<file path="config.mk">
export PLATFORM = sky130hd
export DESIGN_NAME = sram_sp_be_ctrl
export DESIGN_NICKNAME = d
export VERILOG_FILES = /design/src/rtl/sram_sp_be_ctrl_pkg.sv /design/src/rtl/sram_ctrl_rsp_fifo.sv /design/src/rtl/sram_sp_be_ctrl.sv
export SDC_FILE = /design/constraint.sdc
export NUM_CORES = 1
export LEC_CHECK = 0
export BUFFER_PORTS_ARGS = -buffer_cell sky130_fd_sc_hd__buf_2
export CAP_MARGIN = 30
export CORE_ASPECT_RATIO = 0.6
export CORE_MARGIN = 1.5
export CORE_UTILIZATION = 40
export DETAILED_ROUTE_END_ITERATION = 16
export GPL_TIMING_DRIVEN = 0
export PLACE_DENSITY = 0.67
export SYNTH_ARGS = -nofsm -noshare
export SYNTH_HDL_FRONTEND = slang
export SYNTH_SLANG_ARGS = --single-unit
</file>
<file path="constraint.sdc">
create_clock -name clk -period 5.3 [get_ports clk]
set_input_delay 0.265 -clock clk [delete_from_list [all_inputs] [get_ports clk]]
set_output_delay 0.265 -clock clk [all_outputs]
set_load 0.005 [all_outputs]
</file>
<file path="src/rtl/sram_sp_be_ctrl_pkg.sv">
// Shared widths and arbiter-pointer encoding for the single-port byte-enable SRAM controller.
// The optional round-robin arbiter is enabled by defining SRAM_CTRL_RR_ARB_EN.
package sram_sp_be_ctrl_pkg;

    localparam int ADR_WD_DEF  = 5;
    localparam int DAT_WD_DEF  = 8;
    localparam int COL_WD_DEF  = 8;
    localparam int RSP_DEP_DEF = 4;
    localparam int COL_NUM     = DAT_WD_DEF / COL_WD_DEF;

    // Pointer names the channel that wins the next contested cycle.
    typedef enum logic {
        ARB_PTR_RD = 1'b0,
        ARB_PTR_WR = 1'b1
    } arb_ptr_e;

    function automatic int col_num(input int dat_wd, input int col_wd);
        return dat_wd / col_wd;
    endfunction

endpackage

</file>
<file path="src/rtl/sram_ctrl_rsp_fifo.sv">
// Read-response FIFO: synchronous push/pop, occupancy count, data reads as zero when empty.
// Built the same regardless of SRAM_CTRL_RR_ARB_EN.
module sram_ctrl_rsp_fifo
    import sram_sp_be_ctrl_pkg::*;
#(
    parameter int DEP    = RSP_DEP_DEF,
    parameter int DAT_WD = DAT_WD_DEF
) (
    input  logic                   clk,
    input  logic                   rst,
    input  logic                   push,
    input  logic [DAT_WD-1:0]      push_dat,
    input  logic                   pop,
    output logic [DAT_WD-1:0]      pop_dat,
    output logic [$clog2(DEP):0]   cnt
);

    localparam int PTR_WD = $clog2(DEP);

    logic [DAT_WD-1:0] mem [DEP];
    logic [PTR_WD-1:0] wr_ptr;
    logic [PTR_WD-1:0] rd_ptr;

    always_ff @(posedge clk) begin
        if (push) begin
            mem[wr_ptr] <= push_dat;
        end
    end

    // Power-of-two depth lets the pointers wrap by natural overflow.
    always_ff @(posedge clk) begin
        if (rst) begin
            wr_ptr <= '0;
            rd_ptr <= '0;
            cnt    <= '0;
        end else begin
            if (push) begin
                wr_ptr <= wr_ptr + 1'b1;
            end
            if (pop) begin
                rd_ptr <= rd_ptr + 1'b1;
            end
            case ({push, pop})
                2'b10:   cnt <= cnt + 1'b1;
                2'b01:   cnt <= cnt - 1'b1;
                default: cnt <= cnt;
            endcase
        end
    end

    assign pop_dat = (cnt != '0) ? mem[rd_ptr] : '0;

endmodule

</file>
<file path="src/rtl/sram_sp_be_ctrl.sv">
// Arbitrates write/read request channels onto one column-enable SRAM port with credit-limited read responses.
// Define SRAM_CTRL_RR_ARB_EN for round-robin arbitration; default is fixed read priority.
module sram_sp_be_ctrl
    import sram_sp_be_ctrl_pkg::*;
#(
    parameter int ADR_WD  = ADR_WD_DEF,
    parameter int DAT_WD  = DAT_WD_DEF,
    parameter int COL_WD  = COL_WD_DEF,
    parameter int RSP_DEP = RSP_DEP_DEF
) (
    input  logic                                 clk,
    input  logic                                 rst,
    input  logic                                 wr_req_val,
    output logic                                 wr_req_rdy,
    input  logic [ADR_WD-1:0]                    wr_req_adr,
    input  logic [col_num(DAT_WD, COL_WD)-1:0]   wr_req_msk,
    input  logic [DAT_WD-1:0]                    wr_req_dat,
    input  logic                                 rd_req_val,
    output logic                                 rd_req_rdy,
    input  logic [ADR_WD-1:0]                    rd_req_adr,
    output logic                                 rd_rsp_val,
    input  logic                                 rd_rsp_rdy,
    output logic [DAT_WD-1:0]                    rd_rsp_dat,
    output logic [ADR_WD-1:0]                    mem_adr,
    output logic [col_num(DAT_WD, COL_WD)-1:0]   mem_wr_ena,
    output logic [DAT_WD-1:0]                    mem_wr_dat,
    output logic                                 mem_rd_ena,
    input  logic [DAT_WD-1:0]                    mem_rd_dat
);

    localparam int CNT_WD = $clog2(RSP_DEP) + 2;

    logic                     s2_rd;
    logic [$clog2(RSP_DEP):0] fifo_cnt;
    logic [CNT_WD-1:0]        cnt_out;
    logic                     rsp_pop;
    logic                     rd_ok;
    logic                     rd_gnt;
    logic                     wr_gnt;

    // Outstanding reads: S1 (mem_rd_ena), S2 tag, and buffered responses.
    assign cnt_out = CNT_WD'(mem_rd_ena) + CNT_WD'(s2_rd) + CNT_WD'(fifo_cnt);
    assign rsp_pop = rd_rsp_val & rd_rsp_rdy;
    assign rd_ok   = (cnt_out - CNT_WD'(rsp_pop)) < CNT_WD'(RSP_DEP);

`ifdef SRAM_CTRL_RR_ARB_EN
    arb_ptr_e arb_ptr;
    arb_ptr_e arb_ptr_nxt;

    always_comb begin
        arb_ptr_nxt = arb_ptr;
        rd_req_rdy  = rd_ok & ~(wr_req_val & (arb_ptr == ARB_PTR_WR));
        wr_req_rdy  = ~(rd_req_val & rd_ok & (arb_ptr == ARB_PTR_RD));
        if (rd_req_val & wr_req_val & rd_ok) begin
            arb_ptr_nxt = (arb_ptr == ARB_PTR_RD) ? ARB_PTR_WR : ARB_PTR_RD;
        end
    end

    always_ff @(posedge clk) begin
        if (rst) begin
            arb_ptr <= ARB_PTR_RD;
        end else begin
            arb_ptr <= arb_ptr_nxt;
        end
    end
`else
    always_comb begin
        rd_req_rdy = rd_ok;
        wr_req_rdy = ~(rd_req_val & rd_ok);
    end
`endif

    assign rd_gnt = rd_req_val & rd_req_rdy;
    assign wr_gnt = wr_req_val & wr_req_rdy;

    // mem_adr and mem_wr_dat hold across idle cycles; enables drop to zero.
    always_ff @(posedge clk) begin
        if (rst) begin
            mem_adr    <= '0;
            mem_wr_ena <= '0;
            mem_wr_dat <= '0;
            mem_rd_ena <= 1'b0;
            s2_rd      <= 1'b0;
        end else begin
            mem_wr_ena <= wr_gnt ? wr_req_msk : '0;
            mem_rd_ena <= rd_gnt;
            s2_rd      <= mem_rd_ena;
            if (rd_gnt) begin
                mem_adr <= rd_req_adr;
            end else if (wr_gnt) begin
                mem_adr    <= wr_req_adr;
                mem_wr_dat <= wr_req_dat;
            end
        end
    end

    sram_ctrl_rsp_fifo #(
        .DEP    (RSP_DEP),
        .DAT_WD (DAT_WD)
    ) u_rsp_fifo (
        .clk      (clk),
        .rst      (rst),
        .push     (s2_rd),
        .push_dat (mem_rd_dat),
        .pop      (rsp_pop),
        .pop_dat  (rd_rsp_dat),
        .cnt      (fifo_cnt)
    );

    assign rd_rsp_val = (fifo_cnt != '0);

endmodule
</file>
==> summary.txt <==
Power and ir drop
  • PwrDens: 450.5 nW/um2
  • Leak Pwr: around 1.2 nW
  • Peak VDD IR: 0.0001416 V

Worst setup path
  • Reg2reg path depth: 8
  • CP peak stage delay: roughly 0.48 ns
  • R2r startpoint: u_rsp_fifo.cnt[2]$_SDFFE_PP0N_
  • Setup crit end kind: output pin
  • R2R Path End: mem_wr_dat[5]$_SDFFE_PP0P_
  • Setup CP Type: reg2out
  • WP data required: approximately 5.0 ns
  • CP startpoint: u_rsp_fifo.cnt[2]$_SDFFE_PP0N_
  • Reg2Reg Setup Slack: about 2.8 ns
  • Worst Path Arrival: 2.60 ns
  • CP max stage cell: dfxtp_1
  • Crit path cell chain: o31ai_4 -> or2_2 -> ha_1 -> a21oi_4 -> a21o_1 -> and3_1 -> buf_6 -> buf_2
  • Crit Path Max Fanout: 8
  • Worst setup SP type: flop

Yosys
  • Cell count after synthesis: 184
  • #FFs+latches synth: between 50 and 60
  • Async set-reset flop share out of synthesis: 0%
  • Yosys cell types: 38
  • Yosys warns: 0
  • Sequential share of the synthesized area: around three fifths
  • Syn_nets: around 220
  • Syn avg cell area: between 10 and 15 um2
  • EDFF count, synth: 32
  • Mapped Area: about 2500 um2
  • Dominant synthesized flop cell: edfxtp_1

Timing
  • Fmax: 0.3496 GHz
  • RSZ-0062 raised after global routing: no
  • Fin crit period: 2.860 ns
  • Worst Slack Setup Final: between 2 and 2.5 ns
  • Max Slew Vio Count: 0
  • Post-route setup TNS: 0 ns
  • Slew margin rel.: about two thirds
  • Worst Tran Pin Value: 0.4944 ns
  • Clock Skews: between 0.007 and 0.008 ns
  • Final number of setup-violating endpoints: 0
  • Final hold vios: 0
  • Tcrit/Tclk final: a little over half

Place
  • RePlAce Congestion: about 0.74
  • Dpl hpwl: 3394 um
  • Placed insts: approximately 320
  • Number of port buffers: 55
  • Worst slack, placed: ~2.8 ns

Routing
  • Top Layer Used: met4
  • Initial DRC count: 63
  • Via/cell ratio: about 4.7
  • DRC violations left: 0
  • TritonRoute pass-1 iters: 4
  • Vias: 1594
  • WL met3: approximately 190 um
  • Met2 routed WL: 1915 um
  • DRT antenna net count: 0
  • Routed WL: approximately 4500 um
  • M1 WL: 2345 um
  • Average wire per standard cell: 13.32 um

Clock tree
  • CTS clk-pin slew, worst paths: about 0.060 ns
  • CTS tree: yes
  • Worst skew pair latency: about 0.33 ns
  • H-tree Lvls: 3
  • Num CTS Buffers: 9
  • Clock buffer depth: 2
  • Clock Sinks: 57
  • Hold Buf Count CTS: 0
  • Setup Fix Bufs, Post-CTS: 0
  • Post_cts resized: 0
  • CTS root buf: clkbuf_8

Run status
  • Status: finished, final reports clean

Hold path
  • Hold WC Path Type: in2reg
  • Worst Hold End: u_rsp_fifo.mem[0][5]$_DFFE_PP_
  • Hold path depth: 1
  • Hold_sp: mem_rd_dat[5]

Global route
  • Largest net degree at the start of global routing: 11
  • Initial antenna violation count: 0
  • GR Overflow Total: 0
  • Vias in the first global route: approximately 1400
  • First-pass GRT wire length: 7231 um
  • Total GRT Usage: approximately 14%

Die
  • DIE HEIGHT: 64.47 um
  • Die X: roughly 110 um
  • Row count: 22
  • Die Area: around 6800 um2
  • Placeable core area: ~6000 um2
  • Initial Utilization: 41.40%
  • I/O pin count: 58

Finish
  • N_diodes: 0
  • Synthesis-to-finish area growth: 22.21%
  • Final Util: 50.60%
  • Number of nets in the layout: slightly below 300
  • Ratio of cells with drive above 1 in the final layout: between 30 and 40%
  • Fin cells: ~340

Flow run
  • Max_cap viols: 0
-- stage by stage --
step,hold slack (ns),instance area [um2],total power [W]
6_report,0.1443,3078,0.001387
5_1_grt,0.1379,3078,0.001479
4_1_cts,0.1339,3078,0.001405
3_5_place_dp,0.4478,2899,0.001030
3_3_place_gp,0.4401,2899,0.001018
2_1_floorplan,0.3639,2519,0.0008852
-- sequential cells by signal (all words and copies together), names as in the netlist, named ones only --
register / count
mem_adr: 5
mem_rd_ena: 1
mem_wr_dat: 8
mem_wr_ena: 1
s2_rd: 1
u_rsp_fifo.cnt: 3
u_rsp_fifo.mem: 32
u_rsp_fifo.rd_ptr: 2
u_rsp_fifo.wr_ptr: 2
-- worst max path at each step --
stage,end,slack [ns],depth (start not counted)
after global routing,wr_req_rdy,2.31,8
after CTS,wr_req_rdy,2.42,8
after global placement,wr_req_rdy,2.83,8
final,wr_req_rdy,2.44,8
after detailed placement,wr_req_rdy,2.80,8
after floorplan,mem_wr_dat[0]$_SDFFE_PP0P_,3.10,8
-- synth_stat cells (2+ instances only) --
| library cell | number | area (um2) |
|---|---|---|
| nand2_1 | 18 | 67.56 |
| and2_1 | 13 | 81.33 |
| xor2_1 | 2 | 17.52 |
| inv_1 | 5 | 18.77 |
| a31oi_1 | 5 | 31.28 |
| clkbuf_1 | 5 | 18.77 |
| mux4_2 | 8 | 180.2 |
| buf_6 | 2 | 22.52 |
| xnor2_1 | 3 | 26.28 |
| edfxtp_1 | 32 | 960.9 |
| ha_1 | 7 | 87.58 |
| mux2i_1 | 15 | 150.1 |
| nand3_2 | 2 | 20.02 |
| nor2b_1 | 3 | 18.77 |
| a211oi_2 | 5 | 62.56 |
| nor2_1 | 11 | 41.29 |
| dfxtp_1 | 25 | 500.5 |
| buf_2 | 2 | 10.01 |
| and3_1 | 2 | 12.51 |
-- cells in the final DEF (no fill, tap or decap), drive strengths merged, types with 2 or more instances in the layout --
cell type and count:
nand3 3, clkinv 5, dfxtp 25, and3 2, and2 14, clkbuf 16
nand2 18, a31oi 5, edfxtp 32, inv 5, xor2 2, mux4 8
buf 60, mux2i 15, a21oi 2, a211oi 6, nor2 11, nor2b 3
ha 7, xnor2 3
-- metal layers --
layer | global-route usage [%] | vias up
li1 | - | 797
met1 | 20.58 | 761
met2 | 19.77 | 29
met3 | 5.835 | 7
met4 | 5.137 | 0
met5 | 0 | -
-- where the power goes --
group | switching (W) | internal (W) | total [W]
combinational | 0.000232 | 0.000228 | 0.000459
sequential | 0.0000342 | 0.000519 | 0.000554
clock | 0.000162 | 0.000212 | 0.000374
total | 0.000427 | 0.000959 | 0.00139
-- layout make-up --
cell class              instances  area [um2]
plain buffers                  10       55.05
clock buffers                  11       131.4
clock inverters                 5       47.55
fillers                       530        3005
inverters                       6       22.52
multi-input cells             111       979.7
flip-flops and latches         57        1461
well taps                      84       105.1
repair buffers                 55       275.3
-- worst max-delay path, delay by kind of cell (launching register included) --
kind / cells / cell delay, ns
AO/OA/AOI/OAI: 3 / 0.66
adder cells (fa/ha/maj): 1 / 0.34
buffers and inverters: 2 / 0.25
flip-flops: 1 / 0.48
AND/OR/NAND/NOR: 2 / 0.52
-- cells by family after synthesis --
| group | Yosys count | share of synthesized area (%) |
|---|---|---|
| compound gates | 16 | 6.260 |
| xor+xnor | 5 | 1.739 |
| fa+ha+maj | 8 | 4.272 |
| buf+inv | 16 | 3.080 |
| flops | 57 | 58.02 |
| mux | 23 | 13.11 |
| simple gates | 59 | 13.51 |
No activity file was read; power rests on OpenSTA's default activity.
